### src/rtl/s2p_deframer.sv
// s2p_deframer: LSB-first serial-to-parallel deframer with a single-entry
// valid/ready output register. Optional even parity via `S2P_PARITY_EN.
//
// Ports:
//   clk, resetn     clock, synchronous active-low reset
//   sin, sin_start  serial bit, start-of-frame marker (bit 0)
//   dout            assembled word (DATA_WIDTH bits)
//   dout_valid      dout holds an unconsumed word
//   dout_ready      consumer accepts dout when dout_valid=1
//   dout_perr       parity error for dout (always 0 without the macro)
//   overrun         one-cycle pulse: a completed word was dropped
module s2p_deframer #(
    parameter int DATA_WIDTH = 16
) (
    input  logic                  clk,
    input  logic                  resetn,
    input  logic                  sin,
    input  logic                  sin_start,
    output logic [DATA_WIDTH-1:0] dout,
    output logic                  dout_valid,
    input  logic                  dout_ready,
    output logic                  dout_perr,
    output logic                  overrun
);

    localparam int CW = $clog2(DATA_WIDTH + 1);

`ifdef S2P_PARITY_EN
    typedef enum logic [1:0] {IDLE, SHIFT, PARITY} state_t;
`else
    typedef enum logic [1:0] {IDLE, SHIFT} state_t;
`endif

    state_t                state;
    logic [CW-1:0]         count;
    logic [DATA_WIDTH-1:0] sreg;

    logic [DATA_WIDTH-1:0] shift_next;
    logic                  last_bit;
    logic                  done;
    logic [DATA_WIDTH-1:0] frame_word;
    logic                  frame_perr;

    // Bit indexed by the counter replaced with the incoming serial bit.
    always_comb begin
        shift_next = sreg;
        for (int i = 0; i < DATA_WIDTH; i++) begin
            if (count == CW'(i))
                shift_next[i] = sin;
        end
        last_bit = (count == CW'(DATA_WIDTH - 1));
`ifdef S2P_PARITY_EN
        done       = (state == PARITY) && !sin_start;
        frame_word = sreg;
        frame_perr = ^{sreg, sin};
`else
        done       = (state == SHIFT) && !sin_start && last_bit;
        frame_word = shift_next;
        frame_perr = 1'b0;
`endif
    end

    always_ff @(posedge clk) begin
        if (!resetn) begin
            state      <= IDLE;
            count      <= '0;
            sreg       <= '0;
            dout       <= '0;
            dout_valid <= 1'b0;
            dout_perr  <= 1'b0;
            overrun    <= 1'b0;
        end else begin
            overrun <= 1'b0;

            // A start marker always wins and silently drops any partial frame.
            if (sin_start) begin
                state <= SHIFT;
                count <= CW'(1);
                sreg  <= {{(DATA_WIDTH-1){1'b0}}, sin};
            end else begin
                case (state)
                    SHIFT: begin
                        sreg  <= shift_next;
                        count <= count + CW'(1);
                        if (last_bit) begin
`ifdef S2P_PARITY_EN
                            state <= PARITY;
`else
                            state <= IDLE;
                            count <= '0;
`endif
                        end
                    end
`ifdef S2P_PARITY_EN
                    PARITY: begin
                        state <= IDLE;
                        count <= '0;
                    end
`endif
                    default: ;
                endcase
            end

            // Drain and load in the same edge is lossless.
            if (done) begin
                if (!dout_valid || dout_ready) begin
                    dout       <= frame_word;
                    dout_perr  <= frame_perr;
                    dout_valid <= 1'b1;
                end else begin
                    overrun <= 1'b1;
                end
            end else if (dout_valid && dout_ready) begin
                dout_valid <= 1'b0;
            end
        end
    end

endmodule

### config.mk
export PLATFORM = sky130hd
export DESIGN_NAME = s2p_deframer
export DESIGN_NICKNAME = d
export VERILOG_FILES = /design/src/rtl/s2p_deframer.sv
export SDC_FILE = /design/constraint.sdc
export NUM_CORES = 1
export LEC_CHECK = 0
export CAP_MARGIN = 15
export CORE_ASPECT_RATIO = 0.7
export CORE_MARGIN = 2
export CORE_UTILIZATION = 55
export DETAILED_ROUTE_END_ITERATION = 6
export PLACE_DENSITY = 0.79
export SLEW_MARGIN = 20
export SYNTH_ARGS = -nofsm -noshare
export SYNTH_HDL_FRONTEND = slang
export SYNTH_SLANG_ARGS = --single-unit
export TNS_END_PERCENT = 20
### constraint.sdc
create_clock -name clk -period 3.67 [get_ports clk]
set_clock_uncertainty 0.05 [all_clocks]
set_input_delay 1.101 -clock clk [delete_from_list [all_inputs] [get_ports clk]]
set_output_delay 1.101 -clock clk [all_outputs]
set_load 0.02 [all_outputs]
==> results of run 1 <==
## report_power, final
part           internal (mW)  switching [mW]
Combinational         0.0121          0.0252
Sequential             0.426         0.00782
Clock                  0.171           0.152
Total                  0.609           0.185
## kinds of logic after synthesis
kind of cell	after synthesis	synth area share
simple gates	51	0.169
fa+ha+maj	4	0.0270
xor+xnor	1	0.00472
buf+inv	32	0.0931
other cells	1	0.00202
compound gates	83	0.272
mux	2	0.0115
flops	39	0.421
## critical path, stage by stage
cell and delay (ns):
clkdlybuf4s50_1 0.53, nor4bb_4 0.34, and3_1 0.60, a311oi_1 0.19
## final timing paths
| path | start | to | cells after the start | slack (ns) |
|---|---|---|---|---|
| min reg2reg | sreg[0] | sreg[0] | 2 | 0.42 |
| max reg2reg | count[2] | dout[13] | 3 | 1.32 |
| min | sreg[0] | sreg[0] | 2 | 0.42 |
| max | sin_start | dout[13] | 4 | 0.99 |
## layout make-up
cell class | instances | area (um^2) | share of cell area
multi-input cells | 142 | 902 | 0.429
clock inverters | 1 | 7.51 | 0.00357
well taps | 38 | 47.5 | 0.0226
inverters | 9 | 33.8 | 0.0161
repair buffers | 24 | 235 | 0.112
clock buffers | 7 | 96.3 | 0.0458
flip-flops and latches | 39 | 781 | 0.371
## cells in the mapped netlist (2+ instances only)
library cell,instances
nand4_1,13
and2_1,2
a31oi_1,16
a21oi_1,19
ha_1,4
buf_2,8
nand3b_1,2
a211oi_2,4
nand2_1,8
nand2b_1,3
nor3b_1,2
nand3_1,9
a311oi_1,3
dfxtp_1,39
o21ai_0,30
a211oi_1,10
buf_6,3
nor2_1,3
clkbuf_1,9
inv_1,8
## routing by layer
| metal | part of all wire | wire length (um) |
|---|---|---|
| met1 | 0.45 | 2000 |
| met3 | 0.080 | 356 |
| met4 | 0.016 | 72 |
| met5 | 0 | 0 |
| met2 | 0.46 | 2040 |
## through the flow
step | util | setup slack, ns | power, mW | cells
floorplan | - | 1.52 | 0.468 | 213
global placement | 0.627 | 0.799 | 0.478 | 252
detailed placement | 0.627 | 0.665 | 0.480 | 252
CTS | 0.659 | 0.983 | 0.802 | 260
global route | 0.659 | 0.856 | 0.823 | 260
finish | 0.659 | 0.993 | 0.794 | 260
## state kept, by name, indices dropped and copies added (netlist names)
name        count
dout           16
dout_valid      1
state           1
count           5
overrun         1
sreg           15
==> qor.txt, run 1 <==
crit path time final -> 2.68 ns
cts repair resizes -> 0
Avg Cell Area, Syn -> 8.71 um^2
core box area -> 3190 um^2
Total GRT Usage -> 0.264
unrepaired setup endpoints after global routing -> no
total number of vias -> 1682
Die W -> 73.4 um
# Post-CTS Setup Buffers -> 0
largest net degree at the start of global routing -> 26
Fillers -> 253
most common cell after layout, fill and taps aside -> dfxtp_1
Syn-to-layout area delta -> 13.4%
slew margin rel. -> 0.478
Synth Instances -> 213
Final Max Slew Viols -> 0
IO buf count -> 22
antenna violations before repair -> 0
gp weighted congestion -> 0.900
met2 GRT Util -> 0.399
final hold slack -> 0.417 ns
I/O pins -> 24
status -> complete, no violations
syn_nets -> 222
Antenna Nets Post-Route -> 0
DR pass1 iterations -> 4
clk_lat worst skew -> 0.30 ns
CTS tree -> built
Synth Warn # -> 0
GR Layer Usage met3 -> 0.0885
via/cell ratio -> 6.47
Mapped Area -> 1860 um^2
max_cap viols -> 0
post-route cell area -> 2100 um^2
global-route wire length before repair -> 7620 um
Worst EP arrival -> 2.77 ns
Vert. Die Dim -> 52.6 um
Final Setup Violations -> 0
FP Rows -> 17
CP Launch Type -> input port
layout cells sized above 1 -> 0.0811
clock-pin transition on the worst setup and hold timing paths -> 0.07 ns
M1 GR Usage -> 0.349
Post-Route WL -> 4470 um
Final Cycle Share -> 0.729
Setup TNS Final -> 0 ns
most frequent cells in the layout -> 39 x dfxtp_1, 30 x o21ai_0, 22 x clkdlybuf4s50_1
CTS H-Tree Depth -> 2
Yosys reg bits -> 39
CTS root buffer -> clkbuf_8
worst vdd rail ir drop -> 0.302 mV
Max Fclk -> 374 MHz
Seq/Total Area, Yosys -> 0.421
clk buf depth -> 2
top cells by area, synth -> dfxtp_1 42%, o21ai_0 8.1%, a31oi_1 5.4%
Least-Margin Pin Slew -> 0.781 ns
leading area contributor after synthesis -> dfxtp_1
post-route DRC violation count -> 0
share of the synthesized area in the top cell type -> 0.421
placed instance area -> 2000 um^2
CP required -> 3.76 ns
Die ar. -> 3860 um^2
clk sinks -> 39
number of global-route vias before repair -> 1547
initial core utilization -> 0.582
Static Leak -> 0.619 nW
Hold Vio Cnt, Final -> 0
nets -> 230
Post-DP HPWL -> 3030 um
Pwr Density -> 377 nW/um^2
Async SR Flop Fraction -> 0
Congestion Overflow GR -> 0
crit path max fanout -> 15
number of distinct library cells after synthesis -> 38
Hold Path Class -> flop to flop
global routing's busiest layer -> met2
wire per inst -> 17.2 um
ys flop type -> dfxtp_1
CTS Buf Count -> 5
CP Class -> input port to flop
Setup crit end kind -> flop
# hold bufs at CTS -> 0
EDFF count, synth -> 0
diode count -> 0
starting DRC count in detailed routing -> 122
(Power assumes the default switching activity.)
==> run 2: changes to the inputs <==
- CORE_UTILIZATION: 55 -> 54
- PLACE_DENSITY: 0.79 -> 0.78
- clock period: 3.67 -> 2.5 ns (I/O delays scaled with it)
==> qor.txt, run 2 (synthesis results as in run 1) <==
Final Setup Violations -> 0
clk buf depth -> 2
Sw Pwr -> 0.282 mW
crit path max fanout -> 13
Post-Route WL -> 4510 um
Antenna Nets Post-Route -> 0
Crit path largest cell delay -> 0.53 ns
initial core utilization -> 0.578
crit path buf inv count -> 2
Worst EP arrival -> 2.29 ns
I/O pins -> 24
worst vdd rail ir drop -> 0.466 mV
FP Rows -> 17
crit-path cells -> clkdlybuf4s50_1, nor4bb_4, buf_4, a31oi_1, a211oi_1
clk_lat worst skew -> 0.30 ns
most common cell after layout, fill and taps aside -> dfxtp_1
Setup crit end kind -> flop
cts repair resizes -> 0
CTS Buf Count -> 5
Static Leak -> 0.677 nW
post-route DRC violation count -> 0
Post-DP HPWL -> 3220 um
combinational power share -> 0.057
clk sinks -> 39
CTS root buffer -> clkbuf_8
IO buf count -> 22
clock power share -> 0.430
Syn-to-layout area delta -> 18.5%
delay-heaviest family, CP -> buffers and inverters
# hold bufs at CTS -> 0
Hold Path Class -> flop to flop
unrepaired setup endpoints after global routing -> no
layout cells sized above 1 -> 0.121
antenna violations before repair -> 0
slowest stage cell on the critical path -> clkdlybuf4s50_1
Pwr Density -> 559 nW/um^2
Die ar. -> 3930 um^2
total number of vias -> 1728
Congestion Overflow GR -> 0
Most flops, register -> dout
slew margin rel. -> 0.590
Hold Vio Cnt, Final -> 0
gp weighted congestion -> 0.815
core box area -> 3210 um^2
post-route setup slack -> 0.366 ns
number of flip-flops in the largest register -> 16
internal power -> 0.945 mW
Final Cycle Share -> 0.854
top flop regs -> dout (16), sreg (15), count (5)
crit path time final -> 2.13 ns
CTS H-Tree Depth -> 2
Setup TNS Final -> 0 ns
wire per inst -> 16.2 um
nets -> 240
setup slack at placement -> 0.0587 ns
Vert. Die Dim -> 53.0 um
global-route wire length before repair -> 7300 um
DR pass1 iterations -> 5
via/cell ratio -> 6.19
Fillers -> 240
largest net degree at the start of global routing -> 26
Final Max Slew Viols -> 0
CP Launch Type -> input port
max_cap viols -> 0
Die W -> 74.1 um
CP required -> 2.65 ns
# Post-CTS Setup Buffers -> 0
starting DRC count in detailed routing -> 270
Total GRT Usage -> 0.253
Max Fclk -> 469 MHz
status -> complete, no violations
most frequent cells in the layout -> 39 x dfxtp_1, 30 x o21ai_0, 22 x clkdlybuf4s50_1
Seq pwr share -> 0.513
CTS tree -> built
diode count -> 0
CP Class -> input port to flop
clock-pin transition on the worst setup and hold timing paths -> 0.08 ns
switching share of power -> 0.230
Least-Margin Pin Slew -> 0.610 ns
number of global-route vias before repair -> 1561
## run 2: area by class of cell
| class | instances | area [um^2] | share of cell area |
|---|---|---|---|
| clock inverter | 3 | 43.8 | 0.0199 |
| sequential | 39 | 781 | 0.355 |
| tap | 47 | 58.8 | 0.0268 |
| multi-input combinational | 142 | 902 | 0.410 |
| inverter | 9 | 33.8 | 0.0154 |
| clock buffer | 5 | 68.8 | 0.0313 |
| timing repair buffer | 34 | 310 | 0.141 |
## run 2: tightest hold or removal path, stage by stage (launching register included)
cell	delay (ns)
dfxtp_1	0.31
o21ai_0	0.06
a21oi_1	0.06
## run 2: power by group through the flow
stage	clock, mW	combinational, mW	sequential [mW]
finish	0.529	0.0694	0.630
global route	0.558	0.0749	0.631
CTS	0.532	0.0679	0.630
detailed placement	0	0.0675	0.644
global placement	0	0.0652	0.644
floorplan	0	0.0433	0.644
## run 2: metrics by stage
| step | power (mW) | utilization | instances | hold WS, ns | instance area [um^2] |
|---|---|---|---|---|---|
| floorplan | 0.687 | - | 213 | 0.385 | 1860 |
| global placement | 0.709 | 0.649 | 271 | 0.396 | 2090 |
| detailed placement | 0.712 | 0.649 | 271 | 0.416 | 2090 |
| CTS | 1.23 | 0.684 | 279 | 0.430 | 2200 |
| global route | 1.26 | 0.684 | 279 | 0.456 | 2200 |
| finish | 1.23 | 0.684 | 279 | 0.432 | 2200 |
## run 2: per-layer routing
layer	part of all wire	GRT usage	up-vias
met5	0	0	-
met4	0.014	0.0848	0
met3	0.075	0.0800	9
met2	0.46	0.396	83
met1	0.45	0.331	810
li1	-	-	826
## run 2: final timing paths
kind / start / end / slack, ns / cells after the start
worst min register to register: sreg[2] / sreg[2] / 0.43 / 2
worst max register to register: count[0] / dout[3] / 0.56 / 5
worst max-delay path: sin_start / dout[3] / 0.37 / 5
worst min-delay path: sreg[2] / sreg[2] / 0.43 / 2
